[src/rtl/lsu_pkg.sv]
// Shared encodings, lane widths and FSM state type for the sub-word load/store unit.
package lsu_pkg;

  localparam int unsigned BYTE_W = 8;
  localparam int unsigned HALF_W = 16;
  localparam int unsigned WORD_W = 32;

  localparam logic [1:0] SZ_BYTE = 2'b00;
  localparam logic [1:0] SZ_HALF = 2'b01;
  localparam logic [1:0] SZ_WORD = 2'b10;

  typedef enum logic {
    IDLE  = 1'b0,
    MERGE = 1'b1
  } lsu_state_e;

endpackage

[src/rtl/lsu_lane_merge.sv]
// Combinational lane insert (store merge) and lane extract with sign/zero extension (load).
module lsu_lane_merge
  import lsu_pkg::*;
(
  input  logic [1:0]        size,
  input  logic [1:0]        lane,
  input  logic              is_unsigned,
  input  logic [WORD_W-1:0] mem_word,
  input  logic [WORD_W-1:0] wdata,
  output logic [WORD_W-1:0] merged_c,
  output logic [WORD_W-1:0] extract_c
);

  logic [BYTE_W-1:0] byte_v;
  logic [HALF_W-1:0] half_v;

  always_comb begin
    merged_c  = mem_word;
    extract_c = mem_word;
    byte_v    = mem_word[{lane, 3'b000} +: BYTE_W];
    half_v    = mem_word[{lane[1], 4'b0000} +: HALF_W];
    case (size)
      SZ_BYTE: begin
        merged_c[{lane, 3'b000} +: BYTE_W] = wdata[BYTE_W-1:0];
        extract_c = is_unsigned ? WORD_W'(byte_v)
                                : {{(WORD_W-BYTE_W){byte_v[BYTE_W-1]}}, byte_v};
      end
      SZ_HALF: begin
        merged_c[{lane[1], 4'b0000} +: HALF_W] = wdata[HALF_W-1:0];
        extract_c = is_unsigned ? WORD_W'(half_v)
                                : {{(WORD_W-HALF_W){half_v[HALF_W-1]}}, half_v};
      end
      default: begin
        // Word and reserved sizes: whole-word pass-through
        merged_c  = wdata;
        extract_c = mem_word;
      end
    endcase
  end

endmodule

[src/rtl/lsu_subword.sv]
// Sub-word load/store unit in front of a word-only data memory; byte/half stores use a 2-cycle RMW.
// Optional RMW event counter enabled by defining LSU_RMW_COUNT_EN.
module lsu_subword
  import lsu_pkg::*;
#(
  parameter int unsigned ADDR_W = 32,
  parameter int unsigned CNT_W  = 16
) (
  input  logic              clock,
  input  logic              reset_n,
  input  logic              mem_read,
  input  logic              mem_write,
  input  logic [1:0]        mem_size,
  input  logic              mem_unsigned,
  input  logic [ADDR_W-1:0] addr,
  input  logic [WORD_W-1:0] wdata,
  output logic [WORD_W-1:0] load_data,
  output logic              stall,
  output logic              misalign,
  output logic [ADDR_W-1:0] dm_address,
  output logic [WORD_W-1:0] dm_write_data,
  output logic              dm_memwrite,
  input  logic [WORD_W-1:0] dm_read_data,
  output logic [CNT_W-1:0]  rmw_count
);

  lsu_state_e        state_q, state_d;
  logic [ADDR_W-1:0] waddr_q, waddr_d;
  logic [WORD_W-1:0] merged_q, merged_d;
  logic [WORD_W-1:0] merged_c, extract_c;
  logic [ADDR_W-1:0] word_addr_c;
  logic              is_word_c, misaligned_c;

  assign word_addr_c  = {addr[ADDR_W-1:2], 2'b00};
  // Reserved size 11 behaves as a word access
  assign is_word_c    = mem_size[1];
  assign misaligned_c = is_word_c ? (addr[1:0] != 2'b00)
                                  : ((mem_size == SZ_HALF) && addr[0]);

  lsu_lane_merge u_lane_merge (
    .size        (mem_size),
    .lane        (addr[1:0]),
    .is_unsigned (mem_unsigned),
    .mem_word    (dm_read_data),
    .wdata       (wdata),
    .merged_c    (merged_c),
    .extract_c   (extract_c)
  );

  always_comb begin
    state_d       = state_q;
    waddr_d       = waddr_q;
    merged_d      = merged_q;
    stall         = 1'b0;
    misalign      = 1'b0;
    dm_memwrite   = 1'b0;
    load_data     = '0;
    dm_address    = word_addr_c;
    dm_write_data = wdata;
    case (state_q)
      IDLE: begin
        if (mem_read || mem_write) begin
          if (misaligned_c) begin
            misalign = 1'b1;
          end else if (mem_write) begin
            if (is_word_c) begin
              dm_memwrite = 1'b1;
            end else begin
              stall    = 1'b1;
              merged_d = merged_c;
              waddr_d  = word_addr_c;
              state_d  = MERGE;
            end
          end else begin
            load_data = extract_c;
          end
        end
      end
      MERGE: begin
        dm_address    = waddr_q;
        dm_write_data = merged_q;
        dm_memwrite   = 1'b1;
        state_d       = IDLE;
      end
    endcase
    // Reset kills the outputs immediately, aborting any in-flight merge write
    if (!reset_n) begin
      stall       = 1'b0;
      misalign    = 1'b0;
      dm_memwrite = 1'b0;
      load_data   = '0;
    end
  end

  always_ff @(posedge clock or negedge reset_n) begin
    if (!reset_n) begin
      state_q  <= IDLE;
      waddr_q  <= '0;
      merged_q <= '0;
    end else begin
      state_q  <= state_d;
      waddr_q  <= waddr_d;
      merged_q <= merged_d;
    end
  end

`ifdef LSU_RMW_COUNT_EN
  logic [CNT_W-1:0] cnt_q, cnt_d;

  always_comb begin
    cnt_d = cnt_q;
    if ((state_q == IDLE) && (state_d == MERGE)) cnt_d = cnt_q + CNT_W'(1);
  end

  always_ff @(posedge clock or negedge reset_n) begin
    if (!reset_n) cnt_q <= '0;
    else          cnt_q <= cnt_d;
  end

  assign rmw_count = cnt_q;
`else
  assign rmw_count = '0;
`endif

endmodule

[config.mk]
export PLATFORM = sky130hd
export DESIGN_NAME = lsu_subword
export DESIGN_NICKNAME = d
export VERILOG_FILES = /design/src/rtl/lsu_pkg.sv /design/src/rtl/lsu_lane_merge.sv /design/src/rtl/lsu_subword.sv
export SDC_FILE = /design/constraint.sdc
export NUM_CORES = 1
export LEC_CHECK = 0
export CAP_MARGIN = 5
export CORE_MARGIN = 5
export CORE_UTILIZATION = 30
export CTS_BUF_LIST = sky130_fd_sc_hd__clkbuf_4
export CTS_CLUSTER_SIZE = 25
export DETAILED_ROUTE_END_ITERATION = 12
export DONT_BUFFER_PORTS = 1
export PLACE_DENSITY = 0.5
export SLEW_MARGIN = 25
export SYNTH_ARGS = -nofsm -noshare
export SYNTH_HDL_FRONTEND = slang
export SYNTH_HIERARCHICAL = 1
export SYNTH_SLANG_ARGS = --single-unit
[constraint.sdc]
create_clock -name clock -period 1.85 [get_ports clock]
set_clock_uncertainty 0.05 [all_clocks]
set_input_delay 0.185 -clock clock [delete_from_list [all_inputs] [get_ports clock]]
set_output_delay 0.185 -clock clock [all_outputs]
set_load 0.005 [all_outputs]
==> results.toml, run 1 <==
[run_status]
outcome = "complete, but fails checks"
violations = "negative setup slack"

[synth]
synth_area_per_cell_sq_um = 11.0
synth_seq_area_share_pct = 29.0
synth_ff_type = "dfrtp_1"
synth_edf_count = 0
yosysTopAreaCellShare_pct = 29.0
ys_seq_elements = 63
syn_area_sq_mm = 0.00544
synthTopCellsByArea = "dfrtp_1 (29%), mux2_4 (16%), mux2_2 (16%)"
ys_warn_count = 6
async_flop_share_pct = 100
yosysUniqueCellTypes = 48
yosysTopAreaCell = "dfrtp_1"
syn_inst = 493

[sta]
period_needed_ps = 2060
rsz0062_at_grt = "true"
setup_violations = 88
relSlewSlack_pct = 62.5
finalHoldViolations = 0
tightest_slew_ps = 560
fmax_mhz = 485
drv_slew = 0
finalCritPeriodShare_pct = 111
worst_slack_ps = -211
hold_slack_ps = 59.2

[die]
core-area_sq_mm = 0.0179
die-area_sq_mm = 0.0209
die_x_microns = 145
start_util_pct = 30.4
io_pins = 218
row_count = 49
die_h_microns = 145

[clock_tree]
cts.clk_slew.worst_paths_ps = 110
htreeDepth = 3
cts_sinks = 63
numCtsBuffers = 9
clock_latency_ps = 430
ctsRootBufferMaster = "clkbuf_4"
cts_buffer_depth = 2
cts_tree = "done"

[placement]
io_buffers = 0
place.gp.congestion = 0.803
postPlaceCellArea_sq_mm = 0.00555
place_hpwl_mm = 13.0

[setup_path]
arrival_ps = 1830
path_max_fanout = 8
end_kind = "output pin"
critPathKind = "reg -> out"
r2r_start = "state_q"
r2r_end = "waddr_q[9]"
rr_worst_depth = 5
cp.required_ps = 1620
crit_start = "state_q"
start_kind = "flip-flop"
rrSetupSlack_ps = -80

[drt]
vias = 4604
final_antenna_net_count = 0
firstDrtPassIters = 4
drt-total-wl_mm = 21.3
drt-vias-per-instance = 5.61
route.detailed.drc = 0
wire_per_inst_microns = 26.0
drt_iter0_markers = 281

[worst_hold_path]
min_to = "merged_q[29]"
hold_path.startpoint = "wdata[29]"
hold-path-cell-count = 4
hp-class = "in -> reg"

[global_route]
grt_pass1_wl_mm = 30.1
antenna_found_initial = 1
grt_pass1_vias = 4737
grt_max_degree = 64
grt_usage_pct = 19.4
grt-ovfl-total = 0

[final_layout]
nNetsFinal = 695
drive_gt1_share_pct = 40.7
fin_area_sq_mm = 0.00716
fillers = 1740
area_growth_pct = 31.6
diodes = 0

[power_and_ir_drop]
irDropWorstVdd_uv = 382
leakagePower_nw = 3.13
power_density_mw_per_mm2 = 610

[run]
cap_viol_max_count = 0
==> metal layers <==
layer / part of all wire [%] / vias up / global-route usage, % / wire [microns]
met5: 0.061 / - / 0 / 13
met4: 1.9 / 2 / 6.04 / 411
met2: 49 / 237 / 32.9 / 10400
met1: 40 / 2326 / 23.1 / 8460
met3: 9.4 / 30 / 6.64 / 2000
li1: - / 2009 / - / -
==> per-stage QoR <==
step	TNS [ps]	setup slack [ps]	power (mW)	std cells	utilization (%)
after CTS	-14100	-298	4.40	813	39.0
after floorplan	0	12.2	2.90	510	-
after global placement	0	38.0	3.03	696	31.0
after detailed placement	0	33.8	3.05	696	31.0
after global routing	-16390	-309	4.62	821	40.0
final	-8810	-211	4.37	821	40.0
==> critical path: stages, from the launching register on <==
cell	delay [ps]
dfrtp_2	450
clkbuf_16	150
nand4bb_4	190
a21oi_4	180
buf_12	150
clkbuf_16	140
and2_4	140
==> logic make-up after synthesis <==
group / after synthesis / share of synthesized area, %
other: 1 / 0.0689
adder cells (fa/ha/maj): 5 / 1.15
buffers and inverters: 63 / 8.23
flip-flops: 63 / 29.0
AND/OR/NAND/NOR: 116 / 12.7
AO/OA/AOI/OAI: 94 / 13.5
multiplexers: 151 / 35.3
==> Yosys cell counts, types with 2 or more instances <==
cell,number
buf_6,2
and2_1,35
nor3_2,3
o22ai_1,2
buf_2,19
mux2_4,58
clkbuf_1,9
mux2_2,76
dfrtp_1,63
mux2i_1,15
a21o_1,2
and3_1,7
a221o_1,36
a22o_1,15
buf_4,18
nand2b_1,4
nand4bb_1,2
or2_1,3
nor2_1,8
inv_1,5
buf_1,3
o21ai_0,19
o21ai_1,13
and4_1,7
buf_12,6
nor2b_1,5
nand2_1,33
ha_1,5
==> cell usage in the layout (no fill, tap or decap), types with 9 or more instances in the layout <==
cell type	n
mux2_2	73
conb_1	18
a221o_1	36
dlygate4sd3_1	85
and2_4	33
clkbuf_4	9
nand2_1	33
dfrtp_1	62
a22o_1	15
mux2i_1	15
o21ai_0	19
mux2_4	61
o21ai_1	13
buf_4	17
==> sequential cells by signal, indices dropped and copies added, names as in the netlist <==
register / cells
merged_q: 32
state_q: 1
waddr_q: 30
==> cell type report <==
cell class,instances,area [sq um],share of cell area [%]
flip-flops and latches,63,1580,22.0
multi-input cells,384,3660,51.1
inverters,6,38.8,0.542
repair buffers,121,1440,20.1
clock buffers,9,67.6,0.944
well taps,229,287,4.00
repair inverters,2,27.5,0.384
clock inverters,7,63.8,0.891
==> where the power goes <==
| part | internal (mW) | switching, mW |
|---|---|---|
| clock network | 0.400 | 0.538 |
| registers | 1.68 | 0.185 |
| logic | 0.994 | 0.573 |
==> worst max-delay path by stage <==
| stage | endpoint | depth (start not counted) | slack (ps) |
|---|---|---|---|
| 2_1_floorplan | merged_q[6] | 7 | 10 |
| 3_3_place_gp | merged_q[5] | 3 | 40 |
| 3_5_place_dp | merged_q[4] | 3 | 30 |
| 4_1_cts | load_data[17] | 6 | -300 |
| 5_1_grt | load_data[23] | 6 | -310 |
| 6_report | load_data[23] | 6 | -210 |
==> what timing repair did <==
| action | 4_1_cts | 5_1_grt |
|---|---|---|
| hold buffers | 86 | 0 |
| pin swaps | 11 | 6 |
| endpoints found under the setup margin | 96 | 125 |
| hold endpoints to repair | 125 | 0 |
| gates cloned | 8 | 4 |
| setup buffers | 7 | 5 |
| gates resized for setup | 45 | 26 |
No activity file was read; power rests on OpenSTA's default activity.
==> run 2, diff against run 1 <==
--- a/config.mk
+++ b/config.mk
@@ -5,6 +5,7 @@
 export SDC_FILE = /design/constraint.sdc
 export NUM_CORES = 1
 export LEC_CHECK = 0
+export ABC_AREA = 1
 export CAP_MARGIN = 5
 export CORE_MARGIN = 5
 export CORE_UTILIZATION = 30
==> results.toml, run 2 <==
[final_layout]
fillers = 2051
largest_registers = "merged_q (32), waddr_q (30), state_q (1)"
final_common_cell = "nand2_1"
nNetsFinal = 1148
multiInputGateArea_sq_mm = 0.00363
area_growth_pct = 21.7
layout_common_cells = "nand2_1 (520), nand3_1 (86), dlygate4sd3_1 (71)"
regArea_sq_mm = 0.00158
drive_gt1_share_pct = 8.04
regMostFlops = "merged_q"
largest_reg_flops = 32

[synth]
synth_compound_area_share_pct = 4.82
synthTopCellsByArea = "nand2_1 (34%), dfrtp_1 (27%), nand3_1 (7.4%)"
ys_warn_count = 6
syn_area_sq_mm = 0.00578
synth_top_family_by_area = "simple AND/OR/NAND/NOR gates"
synth_area_per_cell_sq_um = 5.84
synth_xor_area_share_pct = 0
yosysUniqueCellTypes = 33
muxShareOfSynthArea_pct = 0
synth_simple_gate_area_share_pct = 54.8
async_flop_share_pct = 100
yosysTopAreaCellShare_pct = 33.9
yosysMostFrequentCell = "nand2_1"
synth_seq_area_share_pct = 27.3
synth_ff_type = "dfrtp_1"
ys_top_cells_by_count = "nand2_1 (523), nand3_1 (86), dfrtp_1 (63), nand4_1 (63), nor2_1 (46)"
yosysTopAreaCell = "nand2_1"
synth_edf_count = 0
synthAdderAreaFrac_pct = 1.08
ys_seq_elements = 63
syn_inst = 991

[drt]
highest_layer = "met4"
wl_met3_mm = 1.65
drt-total-wl_mm = 23.3
route.detailed.drc = 0
drt_iter0_markers = 575
wire_per_inst_microns = 17.8
final_antenna_net_count = 0
wl_met1_mm = 10.1
vias = 6594
firstDrtPassIters = 5
drt-vias-per-instance = 5.05
routed-wl-met2_mm = 11.2

[global_route]
antenna_found_initial = 1
grt_max_degree = 64
grt_pass1_vias = 6157
grt_usage_pct = 20.1
grt_pass1_wl_mm = 35.3
grt-ovfl-total = 0

[clock_tree]
cts_tree = "done"
clock_latency_ps = 440
htreeDepth = 3
cts.clk_slew.worst_paths_ps = 120
numCtsBuffers = 9
cts_sinks = 63
cts_buffer_depth = 2
ctsRootBufferMaster = "clkbuf_4"

[worst_hold_path]
hp-class = "in -> reg"
hold_path.startpoint = "dm_read_data[9]"
hold-path-cell-count = 4
min_to = "merged_q[9]"

[setup_path]
r2r_end = "merged_q[28]"
cp.required_ps = 1620
rr_worst_depth = 6
path_max_fanout = 12
critPathKind = "reg -> out"
r2r_start = "state_q"
end_kind = "output pin"
start_kind = "flip-flop"
rrSetupSlack_ps = 500
arrival_ps = 1540

[die]
row_count = 50
core-area_sq_mm = 0.0188
die_h_microns = 149
io_pins = 218
die-area_sq_mm = 0.0222
die_x_microns = 149
start_util_pct = 30.7

[sta]
hold_slack_ps = 27.3
rsz0062_at_grt = "true"
period_needed_ps = 1780
finalSetupTns_ps = 0
tightest_slew_ps = 535
finalCritPeriodShare_pct = 96.0
drv_slew = 0
finalHoldViolations = 0
relSlewSlack_pct = 64.2
setup_violations = 0
fmax_mhz = 563

[run]
cap_viol_max_count = 0

[power_and_ir_drop]
irDropWorstVdd_uv = 338
comb_power_share_pct = 32.5
p_int_mw = 2.52
clkPwrFrac_pct = 25.1
p_sw_share_pct = 37.1
p_sw_mw = 1.49
seq_power_share_pct = 42.4
power_density_mw_per_mm2 = 570
leakagePower_nw = 3.81

[placement]
place.gp.congestion = 0.914
io_buffers = 0
place_hpwl_mm = 16.2

[run_status]
outcome = "finished clean"
## run 2: cell types whose count changed after synthesis, sizes merged, moves of 11 or more
cell and delta:
nand4 +64, and2 -31, nor2 +42, buf +23, inv +39, a221o -36
mux2 -134, nand3 +86, mux2i -16, a22o -15, nand2 +496, a21oi +11
## run 2: worst max-delay path, cell delays in order, from the launching register on
cell	delay, ps
dfrtp_2	460
clkinv_4	110
buf_8	140
nand2_2	70
nor3_2	190
buf_4	140
## run 2: layout make-up
class / instances / share of cell area (%)
Antenna cell: 2 / 0.0711
Clock buffer: 9 / 0.960
Clock inverter: 7 / 1.03
Inverter: 46 / 2.52
Multi-Input combinational cell: 813 / 51.6
Sequential cell: 63 / 22.4
Tap cell: 260 / 4.62
Timing Repair Buffer: 106 / 16.7
Timing Repair inverter: 1 / 0.0711
## run 2: power by group through the flow
stage	registers, mW	clock network (mW)	logic [mW]
after floorplan	1.69	0	0.885
after global placement	1.73	0	1.05
after detailed placement	1.72	0	1.06
after CTS	1.70	1.05	1.26
after global routing	1.73	1.10	1.47
final	1.70	1.01	1.31
## run 2: worst max-delay path by stage
stage | startpoint | end | slack (ps) | depth (start not counted)
5_1_grt | state_q | load_data[30] | -60 | 5
3_3_place_gp | addr[0] | merged_q[27] | 230 | 9
2_1_floorplan | addr[1] | merged_q[26] | 80 | 12
4_1_cts | state_q | stall | -8 | 4
3_5_place_dp | addr[1] | merged_q[1] | 220 | 9
6_report | state_q | load_data[30] | 70 | 5
## run 2: routing by layer
metal | up-vias | GRT usage [%]
met5 | - | 0
met4 | 0 | 4.26
met3 | 21 | 3.98
met2 | 257 | 33.1
met1 | 3086 | 27.4
li1 | 3230 | -
## run 2: logic make-up (layout without fill, tap and decap cells)
group / count (synthesis) / after routing
flops: 63 / 63
buf+inv: 132 / 169
simple gates: 742 / 742
fa+ha+maj: 5 / 5
other cells: 1 / 20
compound gates: 48 / 48
## run 2: timing repair
action                     CTS  global route
setup buffers                3             4
cloned                       0             4
setup endpoints to repair   69            76
resized for setup            5            13
pin swaps                    0             3
hold endpoints to repair   118             0
hold buffers                72             0
## run 2: stage by stage
step	instances	total power, mW	area, sq um	setup slack, ps	utilization [%]
6_report	1307	4.01	7040	73.7	37.4
5_1_grt	1306	4.31	7030	-64.0	37.4
4_1_cts	1297	4.00	6860	-7.82	36.4
3_5_place_dp	1206	2.78	5940	219	31.5
3_3_place_gp	1206	2.78	5940	232	31.5
2_1_floorplan	1008	2.58	5850	82.7	-
